$ cat src/rtl/ft232h_pkg.sv
// ft232h_pkg -- shared constants and types for the FT232H synchronous-FIFO
// transmit path.
//   DATA_W        : width of the ADBUS / AXIS byte lane
//   DEFAULT_DEPTH : default TX FIFO depth in bytes
//   byte_t        : one bus byte
package ft232h_pkg;

  localparam int DATA_W        = 8;
  localparam int DEFAULT_DEPTH = 16;

  typedef logic [DATA_W-1:0] byte_t;

endpackage

$ cat src/rtl/ft232h_tx_fifo.sv
// ft232h_tx_fifo -- synchronous byte FIFO with an AXIS-style push side and a
// show-ahead pop side (head byte visible whenever not empty).
//   clk_i   : clock, rising edge
//   srst_i  : synchronous active-high reset, empties the FIFO
//   wdata_i : byte to push
//   push_i  : push request (accepted only while ready_o is high)
//   ready_o : registered "not full"
//   pop_i   : pop request (ignored while empty)
//   head_o  : current head byte (undefined content while empty)
//   empty_o : FIFO holds no bytes
module ft232h_tx_fifo
  import ft232h_pkg::*;
#(
  parameter int DEPTH = DEFAULT_DEPTH
) (
  input  logic  clk_i,
  input  logic  srst_i,
  input  byte_t wdata_i,
  input  logic  push_i,
  output logic  ready_o,
  input  logic  pop_i,
  output byte_t head_o,
  output logic  empty_o
);

  localparam int               AW         = $clog2(DEPTH);
  localparam logic [AW:0]      FULL_COUNT = (AW+1)'(DEPTH);

  // Small depth: the head must be visible in the same cycle it becomes the
  // oldest entry, so the array is read asynchronously (distributed RAM).
  byte_t          mem_q [DEPTH];
  logic [AW-1:0]  wr_ptr_q;
  logic [AW-1:0]  rd_ptr_q;
  logic [AW:0]    count_q;
  logic [AW:0]    count_d;
  logic           ready_q;
  logic           push_ok;
  logic           pop_ok;

  // ready_q is !full, so a push can never land on a full FIFO and the
  // push/pop pair never conflicts.
  assign push_ok = push_i && ready_q;
  assign pop_ok  = pop_i && (count_q != '0);

  always_comb begin
    count_d = count_q;
    if (push_ok && !pop_ok) begin
      count_d = count_q + 1'b1;
    end else if (!push_ok && pop_ok) begin
      count_d = count_q - 1'b1;
    end
  end

  always_ff @(posedge clk_i) begin
    if (srst_i) begin
      wr_ptr_q <= '0;
      rd_ptr_q <= '0;
      count_q  <= '0;
      ready_q  <= 1'b0;
    end else begin
      // Pointers are AW bits wide, so they wrap modulo DEPTH on their own.
      if (push_ok) wr_ptr_q <= wr_ptr_q + 1'b1;
      if (pop_ok)  rd_ptr_q <= rd_ptr_q + 1'b1;
      count_q <= count_d;
      // Registered from the next count so ready tracks the count exactly.
      ready_q <= (count_d != FULL_COUNT);
    end
  end

  always_ff @(posedge clk_i) begin
    if (push_ok) begin
      mem_q[wr_ptr_q] <= wdata_i;
    end
  end

  assign head_o  = mem_q[rd_ptr_q];
  assign empty_o = (count_q == '0);
  assign ready_o = ready_q;

endmodule

$ cat src/rtl/ft232h.sv
// ft232h -- transmit-only bridge from an AXI-Stream byte source to the FT232H
// synchronous 245 FIFO interface. Everything runs on ftdi_clk.
//   ftdi_clk          : 60 MHz clock from the chip
//   internal_fifo_rst : synchronous active-high reset
//   rxf_n             : chip RX-data flag (unused, TX only)
//   txe_n             : chip can accept a byte (active low)
//   rd_n, oe_n, siwu_n: held at 1
//   wr_n              : write strobe (active low), combinational
//   data              : ADBUS[7:0], always driven by this block
//   tdata/tvalid/tready : AXIS byte input
module ft232h
  import ft232h_pkg::*;
#(
  parameter int DEPTH = DEFAULT_DEPTH
) (
  input  logic              ftdi_clk,
  input  logic              internal_fifo_rst,
  input  logic              rxf_n,
  input  logic              txe_n,
  output logic              rd_n,
  output logic              wr_n,
  output logic              siwu_n,
  output logic              oe_n,
  inout  wire  [DATA_W-1:0] data,
  input  logic [DATA_W-1:0] tdata,
  input  logic              tvalid,
  output logic              tready
);

  logic  fifo_ready;
  logic  fifo_empty;
  logic  pop;
  byte_t head;
  logic  unused_rxf;

  assign unused_rxf = rxf_n;

  ft232h_tx_fifo #(
    .DEPTH (DEPTH)
  ) u_tx_fifo (
    .clk_i   (ftdi_clk),
    .srst_i  (internal_fifo_rst),
    .wdata_i (tdata),
    .push_i  (tvalid),
    .ready_o (fifo_ready),
    .pop_i   (pop),
    .head_o  (head),
    .empty_o (fifo_empty)
  );

  // The strobe follows txe_n combinationally: when the chip deasserts txe_n
  // the strobe drops in the same cycle, so no byte is popped that the chip
  // would not capture. Reset also kills it immediately.
  assign pop  = !txe_n && !fifo_empty && !internal_fifo_rst;
  assign wr_n = !pop;

  // Masked by reset so the source sees "not ready" for the whole reset.
  assign tready = fifo_ready && !internal_fifo_rst;

  // FPGA owns the bus permanently; idle value is zero.
  assign data = (fifo_empty || internal_fifo_rst) ? '0 : head;

  assign rd_n   = 1'b1;
  assign oe_n   = 1'b1;
  assign siwu_n = 1'b1;

endmodule

$ cat config.mk
export PLATFORM = sky130hd
export DESIGN_NAME = ft232h
export DESIGN_NICKNAME = d
export VERILOG_FILES = /design/src/rtl/ft232h_pkg.sv /design/src/rtl/ft232h_tx_fifo.sv /design/src/rtl/ft232h.sv
export SDC_FILE = /design/constraint.sdc
export NUM_CORES = 1
export LEC_CHECK = 0
export ABC_AREA = 1
export CORE_MARGIN = 5
export CORE_UTILIZATION = 45
export CTS_CLUSTER_SIZE = 10
export DETAILED_ROUTE_END_ITERATION = 8
export MAX_ROUTING_LAYER = met4
export PLACE_DENSITY = 0.6
export SYNTH_ARGS = -nofsm -noshare
export SYNTH_HDL_FRONTEND = slang
export SYNTH_SLANG_ARGS = --single-unit
$ cat constraint.sdc
create_clock -name ftdi_clk -period 3.6 [get_ports ftdi_clk]
set_clock_uncertainty 0.2 [all_clocks]
set_input_delay 0.36 -clock ftdi_clk [delete_from_list [all_inputs] [get_ports ftdi_clk]]
set_output_delay 0.36 -clock ftdi_clk [all_outputs]
set_load 0.03 [all_outputs]
---- Word level (Yosys, flattened, before mapping) ----
Memory sizes are Yosys's and may differ from the RTL's. A register that Yosys moved wholly into a read port is not among the register bits.
Cells that the tools add are included.
operators by class
  $add $sub $neg .......................... 4
  equal/unequal tests ..................... 1
  mux-type cells .......................... 7
  reduce and logical (&&, ||, !) cells .... 16
operator list
  cell                 number
  $mux 5               2
  $add 4x1->4 const B  2
  $mux 4               2
  $mux 8               1
  $logic_and 1x1->1    7
  $logic_not 1->1      6
  $add 5x1->5 const B  1
  $logic_not 5->1      1
  $ne 5x5->1 const B   1
  $reduce_bool 5->1    1
  $sub 5x1->5 const B  1
  $mux 1               2
  $logic_or 1x1->1     1
word-level totals
  register bits after elaboration ......... 14
  memory bits (writable) .................. 128
  input bits .............................. 13
  output and inout port bits .............. 13
  logic and storage cells ................. 33
  memories kept ........................... 1
memories
  memory           depth  width  rd ports  clocked after memory_dff  write ports  RTL line              text
  u_tx_fifo.mem_q  16     8      1         1                         1            ft232h_tx_fifo.sv:31  byte_t mem_q [DEPTH];

---- Longest topological paths before layout ----
  word-level depth ........................ 9
  mapped depth ............................ 15
  gate-level depth less buffers ........... 15

---- Cells and area by module ----
A second synthesis with hierarchy kept.
unflattened totals
  cells, all modules ...................... 516
  area, all modules ....................... 6263.5 sq um
by module, submodules not included
  module          instances  cells each  area each (sq um)  sequential area each (sq um)
  ft232h_tx_fifo  1          488         6139.6             4204.0
  ft232h          1          28          123.9              0.0

---- Worst setup path after synthesis ----
Ideal clock, no wire load.
  path kind ............................... flip-flop to output port
  start point ............................. reg (tool-made name)
  end point ............................... out data[6]
  data arrival time ....................... 1767 ps
  required time ........................... 3040 ps
  slack ................................... 1273 ps
  cell stages (with the launch flop) ...... 12
  buffers on the path ..................... 2
  path through ............................ dfxtp_1 > buf_4 > inv_6 > buf_6 > nor2_1 > nor2_1 > o21ai_1 > o21ai_1 > nand2_1 > nand2_1 > nor2_1 > a211oi_1
RTL lines
  what           RTL line      text
  end, declared  ft232h.sv:24  inout wire [DATA_W-1:0] data,

==> results.cfg <==
[status]
outcome = finished, final reports clean

[power]
cellLeakagePower_nw = 2.46
vdd_drop_max_mv = 0.335
p_per_area_mw_per_mm2 = 596
power_mw = 4.22

[hold_path]
hold_start = u_tx_fifo.rd_ptr_q[3]
holdPathEnd = u_tx_fifo.rd_ptr_q[3]
hold_path_class = flip-flop to flip-flop
hold_depth = 1

[sta]
fin_hold_ws_ns = 0.246
layout_setup_ws_ns = 0.474
hold_violations = 0
rsz0062_at_grt = false
period_minus_slack_ns = 3.13
setup_viol = 0
tightest_slew_ns = 0.887
slew_violations = 0
fmax_mhz = 320
slew_headroom_pct = 40.9
period_share_pct = 86.8
tns_ns = 0

[final_layout]
stdcell_count = 773
fin_util_pct = 51.6
finalInstanceArea_mm2 = 0.00708
diodes = 0
drive_gt1_share_pct = 11.3
num-nets-final = 602
area_growth_pct = 14.2

[routing]
firstDrtPassIters = 4
routed_via_density = 5.08
drc_errors = 0
routed-via-count = 3924
routed_wl_um = 12900
avgRoutedWirePerCell_um = 16.7
ant_nets = 0
drtIter0Drc = 397

[yosys]
syn-cell-area_mm2 = 0.00620
yosys.area.top_type = edfxtp_1
ys_ff_latch = 146
synthSimpleGateAreaFrac_pct = 13.7
ys_warn_count = 0
synth-async-reset-ratio_pct = 0
synth-main-ff-cell = edfxtp_1
synthMuxAreaShare_pct = 0
synth-xor-area-share_pct = 0.706
ys_top_cells_by_area = edfxtp_1 62%, nor2_1 7.7%, dfxtp_1 5.8%
netlist_top_cells_count = 128 x edfxtp_1, 127 x nor2_1, 59 x o21ai_1
synth_compound_area_share_pct = 11.4
synth-adder-area-share_pct = 1.61
synth_edf_count = 128
syn_avg_cell_area_um2 = 11.3
seq_area_frac_synth_pct = 67.8
syn_inst = 551
synth.distinct_cells = 33
synth_most_common_cell = edfxtp_1
synth_top_area_share_pct = 62.0
synth_top_family_by_area = simple AND/OR/NAND/NOR gates

[critical_path]
critical_path.max_fanout = 33
crit_cells = 6
rr_worst_depth = 4
critPathCaptureType = output port
r2r_end = u_tx_fifo.mem_q[2][4]
r2r_slack_ns = 1.51
startpoint_type = flip-flop
critPathMaxStageDelay_ns = 0.77
crit_required_ns = 3.04
r2r-start = u_tx_fifo.ready_o
crit_chain = buf_4 -> o21ai_0 -> o21ai_0 -> o21ai_1 -> a211oi_1 -> buf_4
critical_path_class = flip-flop to output port
slowest_stage = dfxtp_2
arrival_ns = 2.57
path_delay_family = compound AO/OA/AOI/OAI gates
crit_buf_inv = 2

[die]
start_util_pct = 45.2
die_height_um = 127
io_pins = 26
die_w_um = 127
coreArea_mm2 = 0.0137
rows = 43
die_area_mm2 = 0.0162

[global_route]
grt_pass1_vias = 3772
grt-busiest-layer = met2
grt_use_met2_pct = 26.2
grt_pass1_wl_um = 20400
met1_usage_pct = 22.5
grt_max_degree = 65
use_met3_pct = 3.55
antenna_found_initial = 0
grt_usage_pct = 17.0
gr-total-overflow = 0

[placed_design]
gp_congestion = 0.744
post-dp-hpwl_um = 7990
placedCellCount = 742
portBuffers = 13
placed_area_mm2 = 0.00658
post-place-ws_ns = 0.860

[clock_network]
clock_tree.buffer_depth = 2
htreeDepth = 4
cts_resized = 0
cts_root_buf = clkbuf_16
cts_tree = built
clock_sinks = 146
post-cts-setup-buffer-count = 0
clkLatencyLatePin_ns = 0.41
clk_pin_slew_ns = 0.05
postCtsHoldBufs = 0
cts_made_buffers = 17

[run]
max_cap_viol_count = 0
[sequential cells by signal, summed over array words and instances (netlist names), named ones only]
signal              count
u_tx_fifo.mem_q       128
u_tx_fifo.count_q       5
u_tx_fifo.rd_ptr_q      4
u_tx_fifo.wr_ptr_q      4
u_tx_fifo.ready_o       1
[per-layer routing]
metal / vias to the layer above / wire length [µm]
met1: 1899 / 5800
met3: 2 / 503
met2: 56 / 6520
met5: - / 0
met4: 0 / 47
li1: 1967 / -
[cell usage in the layout, fill, tap and decap left out, drive strengths merged, types with 5 or more instances in the layout]
cell	netlist	final
dfxtp	18	18
a21oi	12	12
inv	25	25
clkinv	0	9
ha	8	8
edfxtp	128	128
o211ai	8	8
nand3	8	8
nand2	62	62
xor2	5	5
clkbuf	8	21
nor2	130	130
a211oi	8	8
buf	22	26
o21ai	103	103
clkdlybuf4s50	0	13
[cell families (layout without fill, tap and decap cells)]
logic type | Yosys count | in the layout
AND/OR/NAND/NOR | 204 | 204
flip-flops | 146 | 146
AO/OA/AOI/OAI | 132 | 132
buffers and inverters | 55 | 95
adder cells (fa/ha/maj) | 8 | 8
XOR/XNOR | 5 | 5
other | 1 | 3
[worst max path at each step]
stage | slack, ns | endpoint | from
after global routing | 0.20 | data[1] | flip-flop
after global placement | 0.84 | data[6] | flip-flop
after detailed placement | 0.86 | data[2] | flip-flop
after floorplan | 1.27 | data[6] | flip-flop
final | 0.47 | data[2] | flip-flop
after CTS | 0.41 | data[6] | flip-flop
[layout make-up]
class / count / area [µm²]
well taps: 180 / 225
clock inverters: 10 / 68.8
clock buffers: 21 / 440
repair buffers: 39 / 325
fillers: 1200 / 6640
inverters: 25 / 104
flip-flops and latches: 146 / 4210
multi-input cells: 352 / 1710
[where the power goes]
| group | internal, mW | leakage (nW) | switching [mW] |
|---|---|---|---|
| Clock | 0.927 | 0.252 | 0.610 |
| Sequential | 1.88 | 1.30 | 0.0808 |
| Combinational | 0.258 | 0.908 | 0.467 |
| Total | 3.07 | 2.46 | 1.16 |
Note: power is estimated with default switching activity, not from simulation.
